**config.mk**
```make
export PLATFORM = sky130hd
export DESIGN_NAME = dphy_rx_lane_controller
export DESIGN_NICKNAME = d
export VERILOG_FILES = /design/src/rtl/dphy_rx_pkg.sv /design/src/rtl/dphy_rx_byte_aligner.sv /design/src/rtl/dphy_rx_lane_controller.sv
export SDC_FILE = /design/constraint.sdc
export NUM_CORES = 1
export LEC_CHECK = 0
export CAP_MARGIN = 20
export CORE_MARGIN = 8
export CORE_UTILIZATION = 49
export DETAILED_ROUTE_END_ITERATION = 8
export PLACE_DENSITY = 0.81
export SYNTH_ARGS = -nofsm -noshare
export SYNTH_HDL_FRONTEND = slang
export SYNTH_SLANG_ARGS = --single-unit
```
**constraint.sdc**
```tcl
create_clock -name clk_phy -period 3.4 [get_ports clk_phy]
set_clock_uncertainty 0.05 [all_clocks]
set_input_delay 0.34 -clock clk_phy [delete_from_list [all_inputs] [get_ports clk_phy]]
set_output_delay 0.34 -clock clk_phy [all_outputs]
set_load 0.05 [all_outputs]
```
**src/rtl/dphy_rx_pkg.sv**
```systemverilog
// Shared types and constants for the D-PHY receive lane.
// Contents: FSM state encoding, filtered LP line codes {p,n}, default sync byte.
package dphy_rx_pkg;

  typedef enum logic [2:0] {
    DISABLED,
    STOP,
    HS_RQST,
    HS_PREP,
    SETTLE,
    SYNC_SEARCH,
    HS_RX,
    ERROR_WAIT
  } state_e;

  localparam logic [1:0] LP_11 = 2'b11;
  localparam logic [1:0] LP_10 = 2'b10;
  localparam logic [1:0] LP_01 = 2'b01;
  localparam logic [1:0] LP_00 = 2'b00;

  localparam logic [7:0] DEFAULT_SYNC_BYTE = 8'hB8;

endpackage

```
**src/rtl/dphy_rx_byte_aligner.sv**
```systemverilog
// Byte aligner for the HS stream.
// Keeps the previous deserialized byte so that a 16-bit window spanning two
// byte-clock cycles is available. While searching, finds the lowest bit offset
// at which SYNC_BYTE appears and latches it; afterwards outputs the window
// slice at that offset every cycle.
// Ports:
//   clk_phy, rst      byte clock, synchronous active-high reset
//   win_en            window capture enable (HS receiver on); window cleared when low
//   search_en         offset search active; latches offset on a hit
//   hs_byte           raw deserialized byte, bit0 earliest
//   sync_found        hit while search_en is high
//   aligned_byte      window slice at the latched offset
module dphy_rx_byte_aligner
  import dphy_rx_pkg::*;
#(
  parameter logic [7:0] SYNC_BYTE = DEFAULT_SYNC_BYTE
) (
  input  logic       clk_phy,
  input  logic       rst,
  input  logic       win_en,
  input  logic       search_en,
  input  logic [7:0] hs_byte,
  output logic       sync_found,
  output logic [7:0] aligned_byte
);

  logic [7:0]  prev_byte_q, prev_byte_d;
  logic [2:0]  offset_q, offset_d;
  logic [15:0] window;
  logic        hit;
  logic [2:0]  hit_k;

  // Older byte in the low half: window bit order matches arrival order.
  assign window = {hs_byte, prev_byte_q};

  // Descending scan so the lowest matching offset wins.
  always_comb begin
    hit   = 1'b0;
    hit_k = '0;
    for (int k = 7; k >= 0; k--) begin
      if (window[k +: 8] == SYNC_BYTE) begin
        hit   = 1'b1;
        hit_k = 3'(k);
      end
    end
  end

  always_comb begin
    prev_byte_d = win_en ? hs_byte : '0;
    offset_d    = (search_en && hit) ? hit_k : offset_q;
  end

  always_ff @(posedge clk_phy) begin
    if (rst) begin
      prev_byte_q <= '0;
      offset_q    <= '0;
    end else begin
      prev_byte_q <= prev_byte_d;
      offset_q    <= offset_d;
    end
  end

  assign sync_found   = search_en & hit;
  assign aligned_byte = window[offset_q +: 8];

endmodule

```
**src/rtl/dphy_rx_lane_controller.sv**
```systemverilog
// One D-PHY data lane receiver.
// Conditions the asynchronous LP pair (2-flop sync + 2-sample filter), runs the
// lane FSM (Stop -> HS request -> settle -> sync search -> HS receive) and emits
// aligned payload bytes with start/end-of-transmission and sync-error pulses.
// All outputs are registered.
// Ports:
//   clk_phy, rst          byte clock, synchronous active-high reset
//   lane_enable           0 forces DISABLED with idle outputs
//   LP_p_input/LP_n_input asynchronous LP lines
//   hs_lane_input         unaligned deserialized HS byte
//   hs_settle_timeout     settle wait in clk_phy cycles
//   hs_term_enable        HS termination / receiver enable
//   rx_data/rx_valid      aligned payload byte stream
//   rx_sot/rx_eot         burst start / end pulses
//   rx_sync_error         sync timeout or illegal LP sequence pulse
//   lane_stop_state       lane in STOP
//   lane_active           lane in HS_RQST..HS_RX
module dphy_rx_lane_controller
  import dphy_rx_pkg::*;
#(
  parameter int         SYNC_SEARCH_TIMEOUT = 32,
  parameter logic [7:0] SYNC_BYTE           = DEFAULT_SYNC_BYTE
) (
  input  logic       clk_phy,
  input  logic       rst,
  input  logic       lane_enable,
  input  logic       LP_p_input,
  input  logic       LP_n_input,
  input  logic [7:0] hs_lane_input,
  input  logic [7:0] hs_settle_timeout,
  output logic       hs_term_enable,
  output logic [7:0] rx_data,
  output logic       rx_valid,
  output logic       rx_sot,
  output logic       rx_eot,
  output logic       rx_sync_error,
  output logic       lane_stop_state,
  output logic       lane_active
);

  localparam int SCW = $clog2(SYNC_SEARCH_TIMEOUT + 1);

  // LP conditioning
  logic [1:0] lp_s1_q, lp_s1_d, lp_s2_q, lp_s2_d, lp_prev_q, lp_prev_d, lp_filt_q, lp_filt_d;

  always_comb begin
    lp_s1_d   = {LP_p_input, LP_n_input};
    lp_s2_d   = lp_s1_q;
    lp_prev_d = lp_s2_q;
    lp_filt_d = (lp_s2_q == lp_prev_q) ? lp_s2_q : lp_filt_q;
  end

  // FSM state, counters and registered outputs
  state_e     state_q, state_d;
  logic [7:0] settle_cnt_q, settle_cnt_d;
  logic [SCW-1:0] search_cnt_q, search_cnt_d;
  logic       sot_pend_q, sot_pend_d;
  logic       term_q, term_d, valid_q, valid_d, sot_q, sot_d, eot_q, eot_d;
  logic       err_q, err_d, stop_q, stop_d, active_q, active_d;
  logic [7:0] data_q, data_d;

  logic       sync_found;
  logic [7:0] aligned_byte;

  dphy_rx_byte_aligner #(.SYNC_BYTE(SYNC_BYTE)) u_aligner (
    .clk_phy      (clk_phy),
    .rst          (rst),
    .win_en       (term_q),
    .search_en    (state_q == SYNC_SEARCH),
    .hs_byte      (hs_lane_input),
    .sync_found   (sync_found),
    .aligned_byte (aligned_byte)
  );

  always_comb begin
    state_d      = state_q;
    settle_cnt_d = settle_cnt_q;
    search_cnt_d = search_cnt_q;
    sot_pend_d   = sot_pend_q;
    valid_d      = 1'b0;
    data_d       = '0;
    sot_d        = 1'b0;
    eot_d        = 1'b0;
    err_d        = 1'b0;
    case (state_q)
      DISABLED:    if (lane_enable && lp_filt_q == LP_11) state_d = STOP;
      STOP: begin
        if (lp_filt_q == LP_01) state_d = HS_RQST;
        else if (lp_filt_q != LP_11) state_d = ERROR_WAIT;
      end
      HS_RQST: begin
        if (lp_filt_q == LP_00) state_d = HS_PREP;
        else if (lp_filt_q == LP_11) state_d = STOP;
        else if (lp_filt_q == LP_10) begin
          state_d = ERROR_WAIT;
          err_d   = 1'b1;
        end
      end
      HS_PREP: begin
        settle_cnt_d = hs_settle_timeout;
        state_d      = SETTLE;
      end
      SETTLE: begin
        if (lp_filt_q == LP_11) state_d = STOP;
        else if (settle_cnt_q == '0) begin
          state_d      = SYNC_SEARCH;
          search_cnt_d = '0;
        end else settle_cnt_d = settle_cnt_q - 8'd1;
      end
      SYNC_SEARCH: begin
        if (lp_filt_q == LP_11) state_d = STOP;
        else if (sync_found) begin
          state_d    = HS_RX;
          sot_pend_d = 1'b1;
        end else if (search_cnt_q == SCW'(SYNC_SEARCH_TIMEOUT - 1)) begin
          state_d = ERROR_WAIT;
          err_d   = 1'b1;
        end else search_cnt_d = search_cnt_q + 1'b1;
      end
      HS_RX: begin
        if (lp_filt_q == LP_11) begin
          state_d = STOP;
          eot_d   = 1'b1;
        end else begin
          valid_d    = 1'b1;
          data_d     = aligned_byte;
          sot_d      = sot_pend_q;
          sot_pend_d = 1'b0;
        end
      end
      ERROR_WAIT:  if (lp_filt_q == LP_11) state_d = STOP;
      default:     state_d = DISABLED;
    endcase
    // Disable overrides everything and is silent.
    if (!lane_enable) begin
      state_d    = DISABLED;
      valid_d    = 1'b0;
      data_d     = '0;
      sot_d      = 1'b0;
      eot_d      = 1'b0;
      err_d      = 1'b0;
      sot_pend_d = 1'b0;
    end
    term_d   = state_d inside {HS_PREP, SETTLE, SYNC_SEARCH, HS_RX};
    stop_d   = (state_d == STOP);
    active_d = state_d inside {HS_RQST, HS_PREP, SETTLE, SYNC_SEARCH, HS_RX};
  end

  always_ff @(posedge clk_phy) begin
    if (rst) begin
      lp_s1_q      <= '0;
      lp_s2_q      <= '0;
      lp_prev_q    <= '0;
      lp_filt_q    <= '0;
      state_q      <= DISABLED;
      settle_cnt_q <= '0;
      search_cnt_q <= '0;
      sot_pend_q   <= 1'b0;
      term_q       <= 1'b0;
      valid_q      <= 1'b0;
      data_q       <= '0;
      sot_q        <= 1'b0;
      eot_q        <= 1'b0;
      err_q        <= 1'b0;
      stop_q       <= 1'b0;
      active_q     <= 1'b0;
    end else begin
      lp_s1_q      <= lp_s1_d;
      lp_s2_q      <= lp_s2_d;
      lp_prev_q    <= lp_prev_d;
      lp_filt_q    <= lp_filt_d;
      state_q      <= state_d;
      settle_cnt_q <= settle_cnt_d;
      search_cnt_q <= search_cnt_d;
      sot_pend_q   <= sot_pend_d;
      term_q       <= term_d;
      valid_q      <= valid_d;
      data_q       <= data_d;
      sot_q        <= sot_d;
      eot_q        <= eot_d;
      err_q        <= err_d;
      stop_q       <= stop_d;
      active_q     <= active_d;
    end
  end

  assign hs_term_enable  = term_q;
  assign rx_data         = data_q;
  assign rx_valid        = valid_q;
  assign rx_sot          = sot_q;
  assign rx_eot          = eot_q;
  assign rx_sync_error   = err_q;
  assign lane_stop_state = stop_q;
  assign lane_active     = active_q;

endmodule

```
==> results of run 1 <==
cell type report:
cell class	instances	area [sq um]
clock inverters	3	46.3
clock buffers	5	68.8
repair buffers	36	358
well taps	72	90.1
inverters	5	18.8
multi-input cells	216	1590
flip-flops and latches	52	1040
fillers	483	2220
metal layers:
metal  routed length (microns)  vias to the layer above  global-route usage, %  part of all wire (%)
met2                      2810                       51                   23.8                    50
met5                         0                        -                      0                     0
li1                          -                     1126                      -                     -
met3                       232                        8                   3.57                   4.1
met4                        81                        0                   5.13                   1.4
met1                      2540                     1075                   17.2                    45
kinds of logic (layout without fill, tap and decap cells):
logic type | after synthesis | after routing | share of synthesized area [%]
adders and majority gates | 3 | 3 | 1.38
DFF | 52 | 52 | 38.4
muxes | 21 | 21 | 11.4
AOI/OAI and AO/OA | 72 | 72 | 19.0
xor gates and xnor gates | 2 | 2 | 0.646
buffers and inverters | 17 | 49 | 2.95
and+or+nand+nor | 118 | 118 | 26.2
report_power, final:
group | internal, mW | switching [mW]
Combinational | 0.0324 | 0.0237
Clock | 0.222 | 0.210
Sequential | 0.611 | 0.00168
path summary, 6_finish.rpt:
check	startpoint	end	slack, ns	depth (start not counted)
worst max-delay path	state_q[0]	search_cnt_q[5]	1.17	5
worst min-delay path	lp_s1_q[1]	lp_prev_d[1]	0.40	1
worst max register to register	state_q[0]	search_cnt_q[5]	1.17	5
worst min register to register	lp_s1_q[1]	lp_prev_d[1]	0.40	1
cells in the final DEF, fill, tap and decap left out, types with 7 or more instances in the layout:
cell	instances
dfxtp_1	52
clkdlybuf4s50_1	35
nor2_1	25
nand2_1	20
o21ai_0	15
and2_1	13
a21oi_1	13
mux2i_1	13
nor2b_1	9
nand3_1	8
mux4_2	8
a211oi_1	7
registers in the layout, summed over array words and instances, names as in the netlist, 2 cells and up:
signal	flops
search_cnt_q	6
state_q	3
settle_cnt_q	8
u_aligner.prev_byte_q	8
lp_s1_q	2
rx_data	8
lp_prev_d	2
u_aligner.offset_q	3
lp_prev_q	2
lp_filt_q	2
worst max-delay path, stage by stage, from the launching register on:
cell and delay, ns:
dfxtp_1 0.60, or3b_1 0.53, a31o_4 0.20, nand3_4 0.10, or4_1 0.52, a21boi_1 0.15
per-stage QoR:
| stage | setup slack (ns) | hold WS, ns |
|---|---|---|
| after global routing | 1.05 | 0.432 |
| after CTS | 1.17 | 0.408 |
| final | 1.17 | 0.402 |
| after global placement | 0.975 | 0.371 |
| after floorplan | 1.58 | 0.362 |
| after detailed placement | 0.918 | 0.378 |
==> results_dict.tcl, run 1 <==
set metrics [dict create \
    status "complete, no violations" \
    power_mw 1.10 \
    max_slew_margin_pct 44.0 \
    finalCoreUtilization_pct 59.1 \
    clk_latency_ns 0.31 \
    placed_cells 381 \
    cts_resized 0 \
    synth_top_cell_area_share_pct 38.4 \
    die_area_sq_mm 0.00817 \
    overflow 0 \
    synth_area_leaders "dfxtp_1, mux4_2, mux2i_1" \
    postSynthAreaPerCell_sq_um 9.52 \
    dr.pass1.iters 4 \
    power.leakage_nw 1.03 \
    port_buffers 35 \
    final_hold_viol_count 0 \
    critical_path_class "register to register" \
    fin_setup_tns_ns 0 \
    io_pins 36 \
    clock-sinks 52 \
    synthTopCellsByCount "dfxtp_1, nor2_1, nand2_1, o21ai_0" \
    power.density_mw_per_mm2 343 \
    antenna_left 0 \
    yosysSeqAreaShare_pct 38.4 \
    max_freq_mhz 448 \
    htreeDepth 2 \
    design_area_sq_mm 0.00321 \
    hpwl_microns 4230 \
    path_max_fanout 16 \
    antenna_cells 0 \
    vias 2260 \
    rows 27 \
    nets 340 \
    drive_gt1_share_pct 10.1 \
    hold_buffers 0 \
    final_cells 389 \
    core_area_sq_mm 0.00544 \
    drc_errors 0 \
    syn-num-nets 309 \
    cp.required_ns 3.58 \
    period_needed_ns 2.23 \
    clk_pin_slew_worst_paths_ns 0.10 \
    drt_iter0_markers 123 \
    area_growth_pct 18.5 \
    grt_max_degree 26 \
    synth_cells 285 \
    synthArstFlopShare_pct 0 \
    initial_core_util_pct 49.9 \
    ys_ff_latch 52 \
    max-cap-violations 0 \
    root_buffer "clkbuf_8" \
    syn-cell-area_sq_mm 0.00271 \
    synth_ff_type "dfxtp_1" \
    worst_slew_pin_slew_ns 0.839 \
    avgViaCountPerCell 5.81 \
    worstPathArrival_ns 2.42 \
    fp.dieH_microns 90.4 \
    max-clock-path-buffers 2 \
    finalMaxSlewViolations 0 \
    yosys.cell_types.count 59 \
    holdCritPathClass "register to register" \
    synth_top_cell_by_area "dfxtp_1" \
    end_kind "register" \
    die_w_microns 90.4 \
    cts_buffers 5 \
    ir_drop_mv 0.263 \
    cts_setup_buffers 0 \
    route.detailed.wl_per_inst_microns 14.5 \
    grt_pass1_wl_microns 9920 \
    placed_area_sq_mm 0.00310 \
    synth_edf_count 0 \
    cts_tree "yes" \
    yosysWarningCount 0 \
    period_share_pct 65.7 \
    grt_usage_pct 14.2 \
    antenna_found_initial 0 \
    wl_microns 5660 \
    start_kind "register" \
    grt_pass1_vias 2193 \
    grt_setup_unrepaired "no" \
    gp_congestion 0.886 \
    setup-violations-final 0 \
    yosysMostFrequentCell "dfxtp_1" \
]
No activity file was read; power rests on OpenSTA's default activity.
==> run 2: changes to the inputs <==
Clock period 3.4 ns to 2.1 ns, I/O delays scaled along.
==> results_dict.tcl, run 2 (same netlist as run 1, synthesis figures left out) <==
set metrics [dict create \
    status "complete, no violations" \
    area_growth_pct 24.4 \
    period_share_pct 97.4 \
    nets 362 \
    drt_iter0_markers 181 \
    fp.dieH_microns 90.4 \
    r2r_setup_slack_ns 0.06 \
    htreeDepth 2 \
    end_kind "register" \
    ir_drop_mv 0.293 \
    max-cap-violations 0 \
    clock-sinks 52 \
    avgViaCountPerCell 5.69 \
    power.leakage_nw 1.13 \
    placed_cells 402 \
    start_kind "register" \
    clk_latency_ns 0.31 \
    most-common-layout-cells "dfxtp_1, clkdlybuf4s50_1, nor2_1" \
    dr.pass1.iters 4 \
    final_cells 411 \
    path_max_fanout 16 \
    gp_congestion 0.928 \
    fin_setup_tns_ns 0 \
    core_area_sq_mm 0.00544 \
    route.detailed.wl_per_inst_microns 14.0 \
    finalMaxSlewViolations 0 \
    sw_frac_of_total_pct 22.6 \
    die_area_sq_mm 0.00817 \
    overflow 0 \
    hpwl_microns 4390 \
    grt_pass1_vias 2346 \
    drive_gt1_share_pct 16.8 \
    cts_buffers 5 \
    clkPwrFrac_pct 34.1 \
    final_common_cell "dfxtp_1" \
    period_needed_ns 2.04 \
    root_buffer "clkbuf_8" \
    crit_path_max_incr_delay_ns 0.53 \
    worst_slew_pin_slew_ns 0.514 \
    switchingPower_uw 377 \
    die_w_microns 90.4 \
    critPathBufInv 1 \
    final_hold_viol_count 0 \
    port_buffers 35 \
    grt_max_degree 26 \
    seqPwrFrac_pct 59.6 \
    antenna_found_initial 0 \
    fin_hold_ws_ns 0.401 \
    holdCritPathClass "input pin to register" \
    antenna_left 0 \
    grt_usage_pct 14.4 \
    antenna_cells 0 \
    fillers 453 \
    p_int_mw 1.29 \
    max_slew_margin_pct 65.6 \
    crit_slowest_cell "or4bb_1" \
    path_delay_family "compound AO/OA/AOI/OAI gates" \
    max_freq_mhz 489 \
    grt_pass1_wl_microns 10100 \
    cts_tree "yes" \
    placed_area_sq_mm 0.00326 \
    max-clock-path-buffers 2 \
    clk_pin_slew_worst_paths_ns 0.10 \
    critical_path_class "register to register" \
    vias 2337 \
    combPwrFrac_pct 6.3 \
    power.density_mw_per_mm2 493 \
    design_area_sq_mm 0.00338 \
    crit_path_cell_trace "or4bb_1 > a21o_1 > a41oi_4 > buf_12 > nor2_1 > a211oi_1" \
    rows 27 \
    setup-violations-final 0 \
    drc_errors 0 \
    cp.required_ns 2.26 \
    worstPathArrival_ns 2.20 \
    wl_microns 5770 \
    io_pins 36 \
    initial_core_util_pct 49.9 \
]
run 2: area by class of cell:
cell class / count / area (sq um) / share of cell area, %
inverters: 5 / 18.8 / 0.556
well taps: 72 / 90.1 / 2.67
multi-input cells: 216 / 1600 / 47.3
clock buffers: 5 / 68.8 / 2.04
flip-flops and latches: 52 / 1040 / 30.9
clock inverters: 3 / 23.8 / 0.704
repair buffers: 58 / 536 / 15.9
run 2: repair_timing:
| action | 4_1_cts | 5_1_grt |
|---|---|---|
| buffers inserted | 0 | 1 |
| resized for setup | 0 | 3 |
| hold buffers | 0 | 0 |
| endpoints found under the setup margin | 0 | 9 |
run 2: layer usage:
| metal | vias up | track usage, % | part of all wire, % |
|---|---|---|---|
| met3 | 8 | 3.57 | 4.7 |
| met4 | 0 | 4.85 | 1.3 |
| met1 | 1106 | 16.5 | 45 |
| met5 | - | 0 | 0 |
| li1 | 1170 | - | - |
| met2 | 53 | 25.5 | 49 |
run 2: path summary, 6_finish.rpt:
check | cells past startpoint | start | end
worst min register to register | 1 | lp_s1_q[1] | lp_prev_d[1]
worst min-delay path | 2 | LP_n_input | lp_s1_q[0]
worst max-delay path | 6 | u_aligner.prev_byte_q[5] | u_aligner.offset_q[0]
worst max register to register | 6 | u_aligner.prev_byte_q[5] | u_aligner.offset_q[0]
run 2: through the flow:
step | util, % | setup slack [ns] | total power, mW
2_1_floorplan | - | 0.278 | 1.05
3_3_place_gp | 59.9 | -0.136 | 1.12
3_5_place_dp | 59.9 | -0.207 | 1.12
4_1_cts | 61.6 | 0.0516 | 1.69
5_1_grt | 62.1 | -0.0240 | 1.74
6_report | 62.1 | 0.0551 | 1.67
run 2: power by group through the flow:
stage / sequential, mW / clock [mW] / combinational (mW)
finish: 0.993 / 0.569 / 0.104
global route: 0.994 / 0.635 / 0.112
CTS: 0.993 / 0.592 / 0.104
detailed placement: 1.02 / 0 / 0.104
global placement: 1.02 / 0 / 0.102
floorplan: 1.02 / 0 / 0.0344
==> run 3: changes to the inputs <==
Settings changed: DONT_BUFFER_PORTS set to 1, PLACE_DENSITY 0.81 to 0.73.
==> results_dict.tcl, run 3 (same netlist as run 1, synthesis figures left out) <==
set metrics [dict create \
    p_int_mw 1.29 \
    die_w_microns 90.4 \
    rows 27 \
    worstPathArrival_ns 2.15 \
    start_kind "register" \
    status "complete, no violations" \
    drt_iter0_markers 98 \
    wl_microns 5920 \
    switchingPower_uw 365 \
    period_needed_ns 1.98 \
    max-clock-path-buffers 2 \
    combPwrFrac_pct 3.8 \
    route.detailed.wl_per_inst_microns 15.8 \
    power.density_mw_per_mm2 542 \
    antenna_cells 0 \
    clk_latency_ns 0.31 \
    worst_slack_ns 0.125 \
    grt_max_degree 22 \
    drc_errors 0 \
    seqPwrFrac_pct 59.9 \
    final_common_cell "dfxtp_1" \
    placed_area_sq_mm 0.00279 \
    cts_buffers 5 \
    end_kind "register" \
    ir_drop_mv 0.409 \
    nets 325 \
    hpwl_microns 4190 \
    setup-violations-final 0 \
    die_area_sq_mm 0.00817 \
    grt_setup_unrepaired "no" \
    gp_congestion 0.897 \
    holdCritPathClass "input pin to register" \
    multi_input_area_sq_mm 0.00161 \
    max-cap-violations 0 \
    preCtsSetupSlack_ns 0.107 \
    fin_hold_ws_ns 0.0148 \
    clkPwrFrac_pct 36.3 \
    avgViaCountPerCell 5.88 \
    root_buffer "clkbuf_8" \
    antenna_left 0 \
    power.leakage_nw 0.988 \
    critical_path_class "register to register" \
    design_area_sq_mm 0.00306 \
    fp.dieH_microns 90.4 \
    htreeDepth 2 \
    worst_slew_pin_slew_ns 0.824 \
    overflow 0 \
    drive_gt1_share_pct 13.9 \
    area_growth_pct 12.7 \
    clk_pin_slew_worst_paths_ns 0.10 \
    grt_usage_pct 14.8 \
    io_pins 36 \
    vias 2198 \
    initial_core_util_pct 49.9 \
    most-common-layout-cells "dfxtp_1, nor2_1, nand2_1" \
    antenna_found_initial 0 \
    register_area_sq_mm 0.00104 \
    fin_setup_tns_ns 0 \
    sw_frac_of_total_pct 22.0 \
    final_hold_viol_count 0 \
    max_slew_margin_pct 44.9 \
    grt_pass1_vias 2144 \
    clock-sinks 52 \
    port_buffers 0 \
    core_area_sq_mm 0.00544 \
    dr.pass1.iters 4 \
    path_max_fanout 16 \
    cts_tree "yes" \
    max_freq_mhz 506 \
    cp.required_ns 2.27 \
    grt_pass1_wl_microns 10200 \
    fillers 484 \
    finalMaxSlewViolations 0 \
    period_share_pct 94.1 \
]
[run 3: area by class of cell]
| cell class | instances | area share, % |
|---|---|---|
| Multi-Input combinational cell | 216 | 52.6 |
| Clock inverter | 2 | 0.491 |
| Tap cell | 72 | 2.95 |
| Sequential cell | 52 | 34.1 |
| Inverter | 5 | 0.614 |
| Clock buffer | 6 | 2.70 |
| Timing Repair Buffer | 21 | 6.55 |
[run 3: worst paths after layout]
path	from	slack, ns	cells after the start	to
worst max register to register	u_aligner.prev_byte_q[5]	0.12	6	u_aligner.offset_q[1]
worst min register to register	lp_s1_q[1]	0.40	1	lp_prev_d[1]
worst min-delay path	lane_enable	0.01	2	sot_pend_q
worst max-delay path	u_aligner.prev_byte_q[5]	0.12	6	u_aligner.offset_q[1]
[run 3: timing repair]
item	in CTS	in global routing
endpoints found under the hold margin	30	0
gates resized for setup	0	3
endpoints found under the setup margin	0	12
hold buffers	12	0
setup buffers	0	2
[run 3: worst max-delay path, stage by stage (launching register included)]
cell      delay, ns
dfxtp_1        0.42
or4bb_1        0.53
a21o_1         0.22
a41oi_4        0.24
buf_12         0.16
nor2_1         0.04
a311oi_1       0.22
[run 3: power groups by stage]
stage	Sequential [mW]	Clock [mW]	Combinational, mW
after floorplan	1.02	0	0.0344
after global placement	1.02	0	0.0341
after detailed placement	1.02	0	0.0351
after CTS	0.993	0.620	0.0601
after global routing	0.993	0.656	0.0673
final	0.993	0.602	0.0623
[run 3: through the flow]
step                cells  power [mW]  utilization [%]
floorplan             285        1.05                -
global placement      352        1.05             51.4
detailed placement    352        1.05             51.4
CTS                   372        1.67             55.4
global route          374        1.72             56.2
finish                374        1.66             56.2
[run 3: routing by layer]
| layer | up-vias | wire length [microns] | GRT usage [%] |
|---|---|---|---|
| li1 | 1096 | - | - |
| met1 | 1055 | 2670 | 17.8 |
| met2 | 37 | 2900 | 24.7 |
| met3 | 10 | 238 | 4.24 |
| met4 | 0 | 116 | 5.13 |
| met5 | - | 0 | 0 |
